### src/rtl/eh2_lsu_trigger_hit.sv
// LSU trigger hit stage. It registers the dc4 trigger match into dc5 and
// applies the dc4 and dc5 flush kills. It resolves chained trigger pairs
// (0/1 and 2/3). It also keeps per-thread sticky hit bits, which are
// reported to the TLU through a round-robin valid/ready handshake.
module eh2_lsu_trigger_hit #(
  parameter int unsigned NUM_THREADS = 2,
  parameter int unsigned NUM_TRIG    = 4
) (
  input  logic                      clk,
  input  logic                      rst,
  input  logic [NUM_TRIG-1:0]       lsu_trigger_match_dc4,
  input  logic                      lsu_pkt_valid_dc4,
  input  logic                      lsu_pkt_tid_dc4,
  input  logic [NUM_THREADS-1:0]    lsu_flush_dc4,
  input  logic [NUM_THREADS-1:0]    lsu_flush_dc5,
  input  logic [NUM_THREADS*2-1:0]  trig_chain,
  input  logic [NUM_THREADS*4-1:0]  trig_hit_clr,
  output logic [NUM_TRIG-1:0]       lsu_trigger_match_dc5,
  output logic                      lsu_trigger_tid_dc5,
  output logic                      hit_rpt_valid,
  output logic                      hit_rpt_tid,
  output logic [NUM_TRIG-1:0]       hit_rpt_vec,
  input  logic                      hit_rpt_ready
);

  // Per-thread inputs are zero-padded to two threads.
  // Thread 1 then reads as idle when only one thread exists.
  logic [1:0] flush4;
  logic [1:0] flush5;
  logic [3:0] chain;
  logic [7:0] clr;
  logic       tid_in;

  assign flush4 = 2'(lsu_flush_dc4);
  assign flush5 = 2'(lsu_flush_dc5);
  assign chain  = 4'(trig_chain);
  assign clr    = 8'(trig_hit_clr);
  assign tid_in = (NUM_THREADS > 1) ? lsu_pkt_tid_dc4 : 1'b0;

  logic [3:0] match_q;
  logic       tid_q;
  logic [3:0] hit_pend [2];
  logic [3:0] pend_nxt [2];
  logic       rr_ptr;
  logic       lock_q;
  logic       lock_tid_q;

  logic [1:0] cand;
  logic       sel;
  logic       accept;
  logic [1:0] ch;
  logic [3:0] resolved;

  // dc4 -> dc5 register, killed by the dc4 flush of the packet's thread
  always_ff @(posedge clk) begin
    if (rst) begin
      match_q <= '0;
      tid_q   <= 1'b0;
    end else begin
      match_q <= (lsu_pkt_valid_dc4 && !flush4[tid_in]) ? lsu_trigger_match_dc4[3:0] : '0;
      tid_q   <= tid_in;
    end
  end

  // Chain resolution followed by the dc5 kill
  always_comb begin
    ch            = chain[{tid_q, 1'b0} +: 2];
    resolved[1:0] = ch[0] ? {2{match_q[0] & match_q[1]}} : match_q[1:0];
    resolved[3:2] = ch[1] ? {2{match_q[2] & match_q[3]}} : match_q[3:2];
    if (flush5[tid_q]) resolved = '0;
  end

  assign lsu_trigger_match_dc5 = NUM_TRIG'(resolved);
  assign lsu_trigger_tid_dc5   = tid_q;

  // Report selection. A report that is offered but not yet accepted stays
  // locked to its thread, even if the other thread becomes a candidate.
  always_comb begin
    cand[0] = |hit_pend[0];
    cand[1] = |hit_pend[1];
    if (lock_q && cand[lock_tid_q]) sel = lock_tid_q;
    else if (cand[0] && cand[1])    sel = rr_ptr;
    else                            sel = cand[1];
  end

  assign hit_rpt_valid = |cand;
  assign hit_rpt_tid   = sel;
  assign hit_rpt_vec   = NUM_TRIG'(hit_pend[sel]);
  assign accept        = hit_rpt_valid & hit_rpt_ready;

  // Sticky accumulation. The clear (TLU write or accepted report) is applied
  // first and the new hits are OR-ed in after it, so a new hit wins over a
  // clear in the same cycle.
  always_comb begin
    for (int unsigned t = 0; t < 2; t++) begin
      pend_nxt[t] = '0;
      if (t < NUM_THREADS) begin
        pend_nxt[t] = hit_pend[t] & ~(clr[t*4 +: 4] |
                      ((accept && (32'(sel) == t)) ? hit_pend[sel] : 4'b0000));
        if (32'(tid_q) == t) pend_nxt[t] = pend_nxt[t] | resolved;
      end
    end
  end

  // Accumulator, round-robin pointer and offer lock
  always_ff @(posedge clk) begin
    if (rst) begin
      hit_pend[0] <= '0;
      hit_pend[1] <= '0;
      rr_ptr      <= 1'b0;
      lock_q      <= 1'b0;
      lock_tid_q  <= 1'b0;
    end else begin
      hit_pend[0] <= pend_nxt[0];
      hit_pend[1] <= pend_nxt[1];
      if (accept) rr_ptr <= (NUM_THREADS > 1) ? ~sel : 1'b0;
      lock_q      <= hit_rpt_valid & ~hit_rpt_ready;
      lock_tid_q  <= sel;
    end
  end

endmodule
### config.mk
export PLATFORM = sky130hd
export DESIGN_NAME = eh2_lsu_trigger_hit
export DESIGN_NICKNAME = d
export VERILOG_FILES = /design/src/rtl/eh2_lsu_trigger_hit.sv
export SDC_FILE = /design/constraint.sdc
export NUM_CORES = 1
export LEC_CHECK = 0
export BUFFER_PORTS_ARGS = -buffer_cell sky130_fd_sc_hd__buf_2
export CAP_MARGIN = 20
export CORE_AREA = 10 10 53 55
export DETAILED_ROUTE_END_ITERATION = 8
export DIE_AREA = 0 0 63 65
export PLACE_DENSITY = 0.79
export REMOVE_ABC_BUFFERS = 1
export SYNTH_ARGS = -nofsm -noshare
export SYNTH_HDL_FRONTEND = slang
export SYNTH_SLANG_ARGS = --single-unit
### constraint.sdc
create_clock -name clk -period 1.7 [get_ports clk]
set_input_delay 0.255 -clock clk [delete_from_list [all_inputs] [get_ports clk]]
set_output_delay 0.255 -clock clk [all_outputs]
set_load 0.03 [all_outputs]
Yosys cells after proc, flatten, opt, wreduce, memory -nomap -nowiden
Memory sizes are Yosys's and may differ from the RTL's.
Cells that the tools add are included.
- bits in registers: 8
- bits in writable memories: 8
- input bits: 25
- output and inout port bits: 11
- word-level logic and storage cells: 57
- memories: 1
- memory list (memory ; depth ; width ; read ports ; clocked after Yosys merged registers in ; write ports ; RTL line ; RTL):
    hit_pend ; 2 ; 4 ; 3 ; 0 ; 2 ; 42 ; logic [3:0] hit_pend [2];
- magnitude comparators: 3
- shifts and indexed selects: 1
- muxes and demuxes: 20
- bitwise gates (word level): 17
- reductions and logical operators: 10
- operator list (operator ; number):
    $mux W4 ; 7
    $or A4 B4 Y4 ; 4
    $mux W1 ; 11
    $and A4 B4 Y4 ; 2
    $not A4 Y4 ; 2
    $reduce_or A4 Y1 ; 2
    $reduce_or A8 Y1 ; 1
    $lt A1 B2 Y1 const B ; 3
    $logic_and A1 B1 Y1 ; 5
    $and A1 B1 Y1 ; 4
    $mux W2 ; 2
    $shiftx A4 B3 Y2 ; 1
    $not A1 Y1 ; 3
    $or A1 B1 Y1 ; 2
    $reduce_or A2 Y1 ; 1
    $logic_not A1 Y1 ; 1

Longest topological paths before layout
- depth after elaboration: 14
- depth in mapped cells: 4
- depth with buffers taken out: 3

Worst setup path after synthesis
OpenSTA, ideal clock, no wires.
- path kind: register to output
- start: memory hit_pend[1][3]
- end: output hit_rpt_vec[3]
- data arrival time: 1.350 ns
- required time: 1.445 ns
- setup slack: 0.095 ns
- cell stages (with the launch flop): 4
- buffers on the path: 0
- cell sequence: dfxtp_1 -> or4_4 -> o21ai_2 -> mux2_4
- RTL lines (what ; RTL line ; RTL):
    from (decl) ; 42 ;
    to (decl) ; 22 ; output logic [NUM_TRIG-1:0] hit_rpt_vec,

==> results.sh <==
export IMPL_drcViolationCount=0
export IMPL_synth_edff_count=0
export IMPL_cts_tree="done"
export IMPL_fin_cells=160
export IMPL_grt_pass1_vias=880
export IMPL_synth_seq_cells=16
export IMPL_crit_slowest_cell="or4_4"
export IMPL_grt_max_degree=16
export IMPL_finalSetupViolCount=6
export IMPL_final_period_utilization=1.15
export IMPL_hold_violations=0
export IMPL_ff2ff_setup_slack_ns=0.18
export IMPL_synthDistinctLibCells=24
export IMPL_via_per_inst=5.06
export IMPL_cts_root_buffer="clkbuf_4"
export IMPL_fp_row_count=16
export IMPL_ios=36
export IMPL_clk_latency_ns=0.28
export IMPL_dp_hpwl_um=1800
export IMPL_fillCellCount=165
export IMPL_synth_warnings=0
export IMPL_status="finished with violations"
export IMPL_synthTopCellsByArea="dfxtp_1, o22ai_1, mux2i_1"
export IMPL_antenna_left=0
export IMPL_worstHoldEndpoint="match_q[0]"
export IMPL_dr_total_vias=810
export IMPL_synth_avg_cell_area_um2=9.23
export IMPL_start_util=0.407
export IMPL_crit_chain="or4_4 > o21ai_4 > mux2_4 > buf_6"
export IMPL_dieHeight_um=65
export IMPL_yosys_area_top_type="dfxtp_1"
export IMPL_cts_inserted_buffers=3
export IMPL_regToRegStartpoint="hit_pend[0][1]"
export IMPL_synthCells=82
export IMPL_holdWs_ns=0.160
export IMPL_start_kind="flop"
export IMPL_min_path_type="in2reg"
export IMPL_synth_ff_type="dfxtp_1"
export IMPL_clock_sinks=16
export IMPL_fin_skew_ns=0.000751
export IMPL_wl_per_cell_um=14.6
export IMPL_peakVddDrop_mv=0.468
export IMPL_criticalPathCategory="reg2out"
export IMPL_cpPeakStageDelay_ns=0.56
export IMPL_cap_viol_max_count=0
export IMPL_holdPathStages=2
export IMPL_synth_commonest_cells="dfxtp_1, nand2_1, nor2_1"
export IMPL_path_max_fanout=2
export IMPL_p_per_area_nw_per_um2=635
export IMPL_worst_slack_ns=-0.259
export IMPL_cpLargestDelayFamily="simple AND/OR/NAND/NOR gates"
export IMPL_cts_max_level=1
export IMPL_synth_most_common_cell="dfxtp_1"
export IMPL_clk_path_buf_depth=2
export IMPL_die_area_um2=4100
export IMPL_grt_pass1_wl_um=3790
export IMPL_antenna_found_initial=0
export IMPL_final_nets=159
export IMPL_fp_dieW_um=63
export IMPL_reg2reg_depth=5
export IMPL_p_leak_nw=0.559
export IMPL_placed_cells=151
export IMPL_critPathCaptureType="output port"
export IMPL_path_clk_slew_ns=0.09
export IMPL_core_area_um2=1860
export IMPL_violations="negative setup slack"
export IMPL_area_growth_pct=53.6
export IMPL_diodes=0
export IMPL_first_iter_violations=7
export IMPL_critical_path_arrival_ns=1.70
export IMPL_drt_first_pass_iters=4
export IMPL_tightest_slew_ns=0.354
export IMPL_period_minus_slack_ns=1.96
export IMPL_seq_area_frac_synth=0.423
export IMPL_wirelength_um=2330
export IMPL_fin_total_pwr_uw=738
export IMPL_fmaxAchievable_ghz=0.511
export IMPL_place_congestion=0.845
export IMPL_async_reset_ff_frac=0
export IMPL_grt_overflow_total=0
export IMPL_port_buffers=35
export IMPL_syn_cell_area_um2=757
export IMPL_slew_headroom=0.763
export IMPL_rsz0062_at_grt="true"
export IMPL_grt_usage=0.112
export IMPL_maxSlewViolCount=0
export IMPL_r2r_end="hit_pend[1][3]"
export IMPL_cp_required_ns=1.44
export IMPL_drive_gt1_frac=0.504
export IMPL_min_from="lsu_trigger_match_dc4[0]"
export IMPL_path_buf_inv=1
export IMPL_synth_top_area_frac=0.423
export IMPL_crit_path_start="hit_pend[1][0]"
export IMPL_holdBufCountCts=0
## repair_timing
item	in CTS	in global routing
gates resized for setup	16	6
setup endpoints to repair	10	10
pin swaps	2	5
buffers inserted	2	3
## power breakdown
part           internal (mW)  switching [mW]
registers              0.380         0.00713
clock network          0.130           0.119
logic                 0.0513          0.0491
total                  0.562           0.176
## layout by cell type, fill, tap and decap left out, drive strengths merged
cell	synthesis	layout
mux2	3	3
buf	0	48
nor3b	1	1
nand2	10	10
o22ai	8	8
clkbuf	1	4
or2	1	1
or4	2	2
nand2b	1	1
a211oi	2	2
mux2i	4	4
and2	4	4
o211a	2	2
nor4	2	2
o211ai	4	4
inv	6	6
nor2	9	9
dfxtp	16	16
o21ai	2	2
a22o	3	3
nor2b	1	1
## worst register-to-register path, delay by kind of cell (launching register included)
family / cells / cell delay [ns]
AND/OR/NAND/NOR: 1 / 0.39
flip-flops: 1 / 0.38
buffers and inverters: 2 / 0.29
AO/OA/AOI/OAI: 2 / 0.36
## routing by layer
layer,vias to the layer above,wire [µm],global-route usage
met5,-,0,0
met4,0,22,0.0419
met3,4,197,0.0550
met2,31,1180,0.193
met1,374,929,0.114
li1,401,-,-
## worst max path at each step
stage / endpoint / slack, ns / cells past startpoint
after floorplan: hit_rpt_vec[3] / 0.09 / 3
after global placement: hit_rpt_vec[3] / 0.04 / 4
after detailed placement: hit_rpt_vec[3] / 0.02 / 4
after CTS: hit_rpt_vec[3] / -0.27 / 4
after global routing: hit_rpt_vec[3] / -0.30 / 4
final: hit_rpt_vec[3] / -0.26 / 4
## registers in the layout, summed over array words and instances (netlist names)
name,flops
lsu_trigger_tid_dc5,1
lock_q,1
rr_ptr,1
match_q,4
hit_pend,8
lock_tid_q,1
## through the flow
step	TNS, ns	worst slack [ns]	utilization	cell area (µm²)
after detailed placement	0	0.0226	0.549	1020
after floorplan	0	0.0950	-	753
final	-1.09	-0.259	0.624	1160
after global placement	0	0.0450	0.549	1020
after CTS	-1.10	-0.266	0.608	1130
after global routing	-1.50	-0.303	0.624	1160
## final cells by class
| cell class | count | area, µm² | area share |
|---|---|---|---|
| multi-input combinational | 59 | 437 | 0.376 |
| tap | 27 | 33.8 | 0.0291 |
| timing repair buffer | 48 | 308 | 0.265 |
| inverter | 6 | 22.5 | 0.0194 |
| clock buffer | 4 | 36.3 | 0.0312 |
| sequential | 16 | 325 | 0.280 |
## cell families (layout without fill, tap and decap cells)
group                  after synthesis  in the layout  share of synthesized area
muxes                                7              7                      0.102
and+or+nand+nor                     31             31                      0.228
DFF                                 16             16                      0.423
AOI/OAI and AO/OA                   21             21                      0.212
buffers and inverters                7             58                     0.0347
Power figures use the tool's default switching activity.
